==> src/rtl/ram_arb_pkg.sv <==
// Shared widths and requester-id type for the two-port RAM arbiter.
// The id is a single bit, so a one-hot grant maps directly onto it.
package ram_arb_pkg;

    localparam int ADDR_W = 5;
    localparam int DATA_W = 4;
    localparam int RD_LAT = 1;

    typedef logic req_id_t;

    localparam req_id_t REQ0 = 1'b0;
    localparam req_id_t REQ1 = 1'b1;

    function automatic logic [1:0] id_to_onehot(input req_id_t id);
        return (id == REQ1) ? 2'b10 : 2'b01;
    endfunction

endpackage

==> src/rtl/ram_port_arbiter_if.sv <==
// Bundle of client request/response signals and RAM command/return signals.
// slave = arbiter side, master = client and RAM side.
interface ram_port_arbiter_if #(
    parameter int ADDR_W = ram_arb_pkg::ADDR_W,
    parameter int DATA_W = ram_arb_pkg::DATA_W
);
    logic [1:0]        req;
    logic [1:0]        we;
    logic [ADDR_W-1:0] addr0;
    logic [ADDR_W-1:0] addr1;
    logic [DATA_W-1:0] wdata0;
    logic [DATA_W-1:0] wdata1;
    logic [1:0]        gnt;
    logic [1:0]        rvalid;
    logic [DATA_W-1:0] rdata;
    logic [ADDR_W-1:0] ram_addr;
    logic [DATA_W-1:0] ram_data;
    logic              ram_wren;
    logic [DATA_W-1:0] ram_q;

    modport slave (
        input  req, we, addr0, addr1, wdata0, wdata1, ram_q,
        output gnt, rvalid, rdata, ram_addr, ram_data, ram_wren
    );

    modport master (
        output req, we, addr0, addr1, wdata0, wdata1, ram_q,
        input  gnt, rvalid, rdata, ram_addr, ram_data, ram_wren
    );

endinterface

==> src/rtl/rr_arbiter2.sv <==
// Two-way round-robin arbiter: combinational one-hot grant plus a registered
// priority pointer that flips to the other requester after every grant.
module rr_arbiter2
    import ram_arb_pkg::*;
(
    input  logic       clk,
    input  logic       reset,
    input  logic [1:0] req,
    output logic [1:0] gnt
);

    req_id_t ptr_reg;
    req_id_t ptr_next;

    // Grant is masked while reset is high so no access leaks through.
    always_comb begin
        gnt = 2'b00;
        if (!reset) begin
            unique case (req)
                2'b01:   gnt = 2'b01;
                2'b10:   gnt = 2'b10;
                2'b11:   gnt = id_to_onehot(ptr_reg);
                default: gnt = 2'b00;
            endcase
        end
    end

    always_comb begin
        ptr_next = ptr_reg;
        if (gnt[0]) begin
            ptr_next = REQ1;
        end else if (gnt[1]) begin
            ptr_next = REQ0;
        end
    end

    always_ff @(posedge clk) begin
        if (reset) begin
            ptr_reg <= REQ0;
        end else begin
            ptr_reg <= ptr_next;
        end
    end

endmodule

==> src/rtl/ram_port_arbiter.sv <==
// Shares one synchronous single-port RAM between two clients: registers the
// granted command and tags each read so its return goes to the right client.
module ram_port_arbiter
    import ram_arb_pkg::*;
#(
    parameter int ADDR_W = ram_arb_pkg::ADDR_W,
    parameter int DATA_W = ram_arb_pkg::DATA_W,
    parameter int RD_LAT = ram_arb_pkg::RD_LAT
) (
    input  logic                  clk,
    input  logic                  reset,
    ram_port_arbiter_if.slave     bus
);

    logic [1:0]        gnt;
    req_id_t           gnt_id;
    logic              rd_issue;

    logic [ADDR_W-1:0] ram_addr_reg;
    logic [DATA_W-1:0] ram_data_reg;
    logic              ram_wren_reg;
    logic [1:0]        rvalid_reg;
    logic [DATA_W-1:0] rdata_reg;

    // Stage gi holds a read issued gi+1 edges ago; the last stage lines up
    // with ram_q carrying that read's data.
    logic    tag_vld_reg [RD_LAT+1];
    req_id_t tag_id_reg  [RD_LAT+1];

    rr_arbiter2 u_arb (
        .clk   (clk),
        .reset (reset),
        .req   (bus.req),
        .gnt   (gnt)
    );

    assign gnt_id   = gnt[1] ? REQ1 : REQ0;
    assign rd_issue = (|gnt) && !bus.we[gnt_id];

    always_ff @(posedge clk) begin
        if (reset) begin
            ram_addr_reg <= '0;
            ram_data_reg <= '0;
            ram_wren_reg <= 1'b0;
        end else if (|gnt) begin
            ram_addr_reg <= (gnt_id == REQ1) ? bus.addr1  : bus.addr0;
            ram_data_reg <= (gnt_id == REQ1) ? bus.wdata1 : bus.wdata0;
            ram_wren_reg <= bus.we[gnt_id];
        end else begin
            ram_wren_reg <= 1'b0;
        end
    end

    generate
        for (genvar gi = 0; gi <= RD_LAT; gi++) begin : g_tag
            always_ff @(posedge clk) begin
                if (reset) begin
                    tag_vld_reg[gi] <= 1'b0;
                    tag_id_reg[gi]  <= REQ0;
                end else if (gi == 0) begin
                    tag_vld_reg[gi] <= rd_issue;
                    tag_id_reg[gi]  <= gnt_id;
                end else begin
                    tag_vld_reg[gi] <= tag_vld_reg[gi-1];
                    tag_id_reg[gi]  <= tag_id_reg[gi-1];
                end
            end
        end
    endgenerate

    // rdata keeps its last value between pulses.
    always_ff @(posedge clk) begin
        if (reset) begin
            rvalid_reg <= 2'b00;
            rdata_reg  <= '0;
        end else begin
            rvalid_reg <= tag_vld_reg[RD_LAT] ? id_to_onehot(tag_id_reg[RD_LAT]) : 2'b00;
            if (tag_vld_reg[RD_LAT]) begin
                rdata_reg <= bus.ram_q;
            end
        end
    end

    assign bus.gnt      = gnt;
    assign bus.rvalid   = rvalid_reg;
    assign bus.rdata    = rdata_reg;
    assign bus.ram_addr = ram_addr_reg;
    assign bus.ram_data = ram_data_reg;
    assign bus.ram_wren = ram_wren_reg;

endmodule

==> src/flat_wrapper.sv <==
// flat-port wrapper written by rule: the top's interface ports become plain ports
module ram_port_arbiter_flat import ram_arb_pkg::*;
#(
    parameter int ADDR_W = ram_arb_pkg::ADDR_W,
    parameter int DATA_W = ram_arb_pkg::DATA_W,
    parameter int RD_LAT = ram_arb_pkg::RD_LAT
)
  (clk, reset, bus_req, bus_we, bus_addr0, bus_addr1, bus_wdata0, bus_wdata1, bus_ram_q, bus_gnt, bus_rvalid, bus_rdata, bus_ram_addr, bus_ram_data, bus_ram_wren);
  ram_port_arbiter_if #(.ADDR_W(ADDR_W), .DATA_W(DATA_W)) bus_i ();
  input  logic clk;
  input  logic reset;
  input wire logic [$bits(bus_i.req)-1:0] bus_req;
  input wire logic [$bits(bus_i.we)-1:0] bus_we;
  input wire logic [$bits(bus_i.addr0)-1:0] bus_addr0;
  input wire logic [$bits(bus_i.addr1)-1:0] bus_addr1;
  input wire logic [$bits(bus_i.wdata0)-1:0] bus_wdata0;
  input wire logic [$bits(bus_i.wdata1)-1:0] bus_wdata1;
  input wire logic [$bits(bus_i.ram_q)-1:0] bus_ram_q;
  output wire logic [$bits(bus_i.gnt)-1:0] bus_gnt;
  output wire logic [$bits(bus_i.rvalid)-1:0] bus_rvalid;
  output wire logic [$bits(bus_i.rdata)-1:0] bus_rdata;
  output wire logic [$bits(bus_i.ram_addr)-1:0] bus_ram_addr;
  output wire logic [$bits(bus_i.ram_data)-1:0] bus_ram_data;
  output wire logic [$bits(bus_i.ram_wren)-1:0] bus_ram_wren;
  assign bus_i.req = bus_req;
  assign bus_i.we = bus_we;
  assign bus_i.addr0 = bus_addr0;
  assign bus_i.addr1 = bus_addr1;
  assign bus_i.wdata0 = bus_wdata0;
  assign bus_i.wdata1 = bus_wdata1;
  assign bus_i.ram_q = bus_ram_q;
  assign bus_gnt = bus_i.gnt;
  assign bus_rvalid = bus_i.rvalid;
  assign bus_rdata = bus_i.rdata;
  assign bus_ram_addr = bus_i.ram_addr;
  assign bus_ram_data = bus_i.ram_data;
  assign bus_ram_wren = bus_i.ram_wren;
  ram_port_arbiter #(.ADDR_W(ADDR_W), .DATA_W(DATA_W), .RD_LAT(RD_LAT)) u_core (.clk(clk), .reset(reset), .bus(bus_i));
endmodule
==> config.mk <==
export PLATFORM = sky130hd
export DESIGN_NAME = ram_port_arbiter_flat
export DESIGN_NICKNAME = d
export VERILOG_FILES = /design/src/rtl/ram_arb_pkg.sv /design/src/rtl/ram_port_arbiter_if.sv /design/src/rtl/rr_arbiter2.sv /design/src/rtl/ram_port_arbiter.sv /design/src/flat_wrapper.sv
export SDC_FILE = /design/constraint.sdc
export NUM_CORES = 1
export LEC_CHECK = 0
export CELL_PAD_IN_SITES_DETAIL_PLACEMENT = 1
export CELL_PAD_IN_SITES_GLOBAL_PLACEMENT = 1
export CORE_MARGIN = 2
export CORE_UTILIZATION = 27
export CTS_CLUSTER_SIZE = 25
export DETAILED_ROUTE_END_ITERATION = 16
export PLACE_DENSITY = 0.86
export SETUP_SLACK_MARGIN = 0.3
export SYNTH_ARGS = -nofsm -noshare
export SYNTH_HDL_FRONTEND = slang
export SYNTH_SLANG_ARGS = --single-unit
==> constraint.sdc <==
create_clock -name clk -period 1.52 [get_ports clk]
set_input_delay 0.304 -clock clk [delete_from_list [all_inputs] [get_ports clk]]
set_output_delay 0.304 -clock clk [all_outputs]
set_load 0.01 [all_outputs]
# [Word-level counts from Yosys, hierarchy flattened]
# Memory sizes are Yosys's and may differ from the RTL's.
# Index checks and enable logic that the tools add are counted.
[classes] n_addsub=0 n_mul=0 div_mod_pow=0 n_lt_le_gt_ge=1 n_eq_ne=3 n_shift=0 n_mux=18 bitwise=6 reduce_logical=6
[op_table] cell="$mux W1" count=12
[op_table] cell="$mux W2" count=3
[op_table] cell="$pmux W2 S3" count=1
[op_table] cell="$reduce_or A2 Y1" count=3
[op_table] cell="$mux W5" count=1
[op_table] cell="$eq A2 B2 Y1 const B" count=2
[op_table] cell="$mux W4" count=1
[op_table] cell="$or A1 B1 Y1" count=4
[op_table] cell="$eq A2 B1 Y1 const B" count=1
[op_table] cell="$lt A1 B2 Y1 const B" count=1
[op_table] cell="$not A1 Y1" count=2
[op_table] cell="$reduce_bool A2 Y1" count=1
[op_table] cell="$logic_and A1 B1 Y1" count=1
[op_table] cell="$logic_not A1 Y1" count=1
[word_totals] ff_bits=17 latchBits=0 ram_bits=4 mem_bits_ro=0 in_bits=28 out_inout_bits=18 memories=2
[mem_list] memory="u_core.tag_id_reg" depth=2 width=1 read_ports=2 rd_clocked_by_memory_dff=0 wr=2 line_no="ram_port_arbiter.sv:28" rtl="req_id_t tag_id_reg [RD_LAT+1];"
[mem_list] memory="u_core.tag_vld_reg" depth=2 width=1 read_ports=2 rd_clocked_by_memory_dff=0 wr=2 line_no="ram_port_arbiter.sv:27" rtl="logic tag_vld_reg [RD_LAT+1];"

# [Depth between registers and ports, before layout]
[depth] word_depth=9 ltp_mapped=5

# [Cells and area by module]
# From an unflattened synthesis, not the netlist that was laid out.
[hier_totals] hier_cells=79 hier_area_um2=845.8
[by_module_without_submodules] module="ram_port_arbiter" n_inst=1 cells_per_inst=72 area_each_um2=777.0 seq_area_each_um2=400.4
[by_module_without_submodules] module="rr_arbiter2" n_inst=1 cells_per_inst=7 area_each_um2=68.8 seq_area_each_um2=20.0

# [Worst setup path before layout]
# Ideal clock, no wire load.
[synth_path] path_kind="input to output" start="input port reset" end="output port bus_gnt[1]" arrival_time_ps=939 setup_slack_ps=277 stages=5 path_buffers=3 cell_sequence="buf_4 -> inv_1 -> o211a_1 -> buf_6 -> buf_4"
[synth_between] elab_chain_len=1
[synth_lines] element="from (decl)" line_no="flat_wrapper.sv:11" rtl="input logic reset;"
[synth_lines] element="$mux W2" line_no="rr_arbiter2.sv:18" rtl="if (!reset) begin"
[synth_lines] element="to (decl)" line_no="flat_wrapper.sv:19" rtl="output wire logic [$bits(bus_i.gnt)-1:0] bus_gnt;"
# Every way passes these cells.

# [Worst setup path after layout]
[layout_path] start="register u_core.u_arb.ptr_reg" end="output port bus_gnt[1]"
[layout_between] elab_chain_len=3
[layout_lines] element="from (decl)" line_no="rr_arbiter2.sv:12" rtl="req_id_t ptr_reg;"
[layout_lines] element="from (signal assigned)" line_no="rr_arbiter2.sv:41" rtl="ptr_reg <= ptr_next;"
[layout_lines] element="$mux W2" line_no="ram_arb_pkg.sv:15" rtl="return (id == REQ1) ? 2'b10 : 2'b01;"
[layout_lines] element="$pmux W2 S3" line_no="rr_arbiter2.sv:19" rtl="unique case (req)"
[layout_lines] element="$mux W2" line_no="rr_arbiter2.sv:18"
# Every way passes these cells.

==> results.cfg <==
[setup_path]
critPathLaunchType = flop
required_ns = 1.22
crit_fanout = 3
path_class = flop to primary output
critPathSlowestCell = dfxtp_4
reg2reg_depth = 3
timing.rr.start = u_core.u_arb.ptr_reg$_SDFFE_PP0P_
rrSetupSlack_ns = 0.29
arrival_ns = 1.08
crit_chain = o211a_1 -> buf_2
r2r_end = u_core.bus.ram_addr[1]$_SDFFE_PP0P_
crit_path_end_kind = primary output
critical-path-max-stage-delay_ns = 0.38

[cts]
clk_pin_slew_ns = 0.11
cts_sinks = 21
clockBufferDepth = 2
ctsHoldBuffers = 0
cts_max_level = 1
tritoncts = done
root_buffer = clkbuf_4
numCtsBuffers = 3
clk_latency_ns = 0.32

[sta]
slew_violations = 0
worst_pin_slew_ns = 0.394
min_period_ns = 1.39
rsz0062_at_grt = yes
timing.hold.ws_ns = 0.422
fmax_ghz = 0.722
skew_ns = 0.0109
hold_viol = 0
setup_viol = 0
finalCritPeriodShare_pct = 91.1
slew_headroom_pct = 73.7

[routing]
drt_iter0_markers = 9
drt-total-wl_um = 2750
antenna_left = 0
dr.pass1.iters = 4
vias = 840
wl_per_cell_um = 16.2
drc = 0
viasPerCell = 4.94

[synth]
ys.flop_type = dfxtp_1
synth_top_cell_area_share_pct = 50.1
yosysMostFrequentCell = dfxtp_1
syn_avg_cell_area_um2 = 10.3
synth_seq_cells = 21
syn_area_um2 = 838
seq_area_frac_synth_pct = 50.1
yosysWarnings = 0
synth_edf_count = 0
ys_types = 19
synth.area.top_cells = dfxtp_1, a221o_1, a2111oi_0, inv_1, mux2i_1
syn_nets = 109
synth_commonest_cells = dfxtp_1, inv_1, a2111oi_0, a221o_1, clkbuf_1
syn_inst = 81
synth_area_leader_cell = dfxtp_1
async_flop_share_pct = 0

[die]
pin_count = 46
dieHeight_um = 59.7
initial_core_util_pct = 27.9
die_area_um2 = 3570
core_area_um2 = 3000
placementRows = 20
die_x_um = 59.7

[final_layout]
num_antenna_cells = 0
utilization_pct = 51.0
finalInstanceArea_um2 = 1530
area_delta_synth_final_pct = 82.8
final_nets = 166
drive_gt1_share_pct = 43.8
largest_reg_flops = 5

[placement]
placed_cell_area_um2 = 1370
gp_congestion = 0.777
dp_hpwl_um = 1990
port_buffers = 45

[grt]
grt_max_degree = 13
gr-total-overflow = 0
antenna_found_initial = 0
grt_use_total_pct = 15.8
grt_pass1_vias = 885
grt_pass1_wl_um = 4150

[power_and_ir_drop]
ir_drop_uv = 286
power_density_nw_per_um2 = 764
p_leak_nw = 0.646

[worst_hold_path]
min_path_cells = 1
min_from = u_core.tag_id_reg[1]$_SDFF_PP0_
hold_path_class = flop to flop
hold_end = u_core.bus.rvalid[0]$_SDFF_PP0_

[run_status]
status = complete, no violations

[flow_run]
maxCapViolCount = 0
==> worst max-delay path, delay by kind of cell, from the launching register on <==
kind | cells | cell delay (ns)
buffers and inverters | 1 | 0.15
AOI/OAI and AO/OA | 1 | 0.25
DFF | 1 | 0.38
==> how the worst max path moves through the flow <==
stage / startpoint / endpoint / slack (ns) / cells after the start
finish: u_core.u_arb.ptr_reg$_SDFFE_PP0P_ / bus_gnt[1] / 0.13 / 2
global route: u_core.u_arb.ptr_reg$_SDFFE_PP0P_ / bus_gnt[0] / 0.1 / 3
CTS: u_core.u_arb.ptr_reg$_SDFFE_PP0P_ / bus_gnt[0] / 0.11 / 3
detailed placement: reset / bus_gnt[0] / -0.56 / 4
global placement: reset / bus_gnt[0] / -0.48 / 4
floorplan: reset / bus_gnt[1] / 0.31 / 5
==> area by class of cell <==
| class | count | area (um2) |
|---|---|---|
| clock buffers | 3 | 22.5 |
| clock inverters | 1 | 5.00 |
| fillers | 348 | 1470 |
| inverters | 13 | 48.8 |
| multi-input cells | 38 | 425 |
| flip-flops and latches | 21 | 438 |
| well taps | 33 | 41.3 |
| repair buffers | 61 | 552 |
==> per-layer routing <==
layer	wire length (um)	track usage, %	share of wire (%)
met5	0	0	0
met4	34	4.76	1.2
met3	138	2.81	5.0
met2	1470	28.4	54
met1	1100	19.0	40
==> kinds of logic (layout without fill, tap and decap cells) <==
family                 after synthesis  in the layout  share of synthesized area (%)
multiplexers                         4              4                           4.78
buffers and inverters               22             78                           12.1
flip-flops                          21             21                           50.1
AO/OA/AOI/OAI                       24             24                           26.1
AND/OR/NAND/NOR                     10             10                           6.87
==> power breakdown <==
group,switching (mW),internal (mW)
clock network,0.179,0.0985
logic,0.120,0.166
registers,0.0206,0.587
==> what timing repair did <==
item | in CTS | in global routing
endpoints found under the setup margin | 29 | 27
buffers inserted | 3 | 1
pin swaps | 3 | 1
gates resized for setup | 65 | 31
==> through the flow <==
stage / std cells / setup WS, ns / power, mW / setup TNS [ns]
final: 170 / 0.135 / 1.17 / 0
after global routing: 170 / 0.0971 / 1.23 / 0
after CTS: 169 / 0.106 / 1.15 / 0
after detailed placement: 162 / -0.557 / 0.867 / -4.38
after global placement: 162 / -0.475 / 0.858 / -3.67
after floorplan: 81 / 0.306 / 0.702 / 0
==> placed cells by master (no fill, tap or decap), drive strengths merged <==
| cell | count |
|---|---|
| mux2i | 4 |
| nor3 | 1 |
| a22o | 2 |
| dfxtp | 21 |
| clkdlybuf4s15 | 11 |
| a221o | 9 |
| inv | 13 |
| dlygate4sd2 | 3 |
| nor2 | 4 |
| nor2b | 2 |
| nor3b | 1 |
| buf | 19 |
| a2111oi | 9 |
| clkinv | 1 |
| and2 | 1 |
| clkdlybuf4s50 | 24 |
| a21oi | 1 |
| and3 | 1 |
| clkbuf | 7 |
| o211a | 2 |
| o21a | 1 |
(Power assumes the default switching activity.)
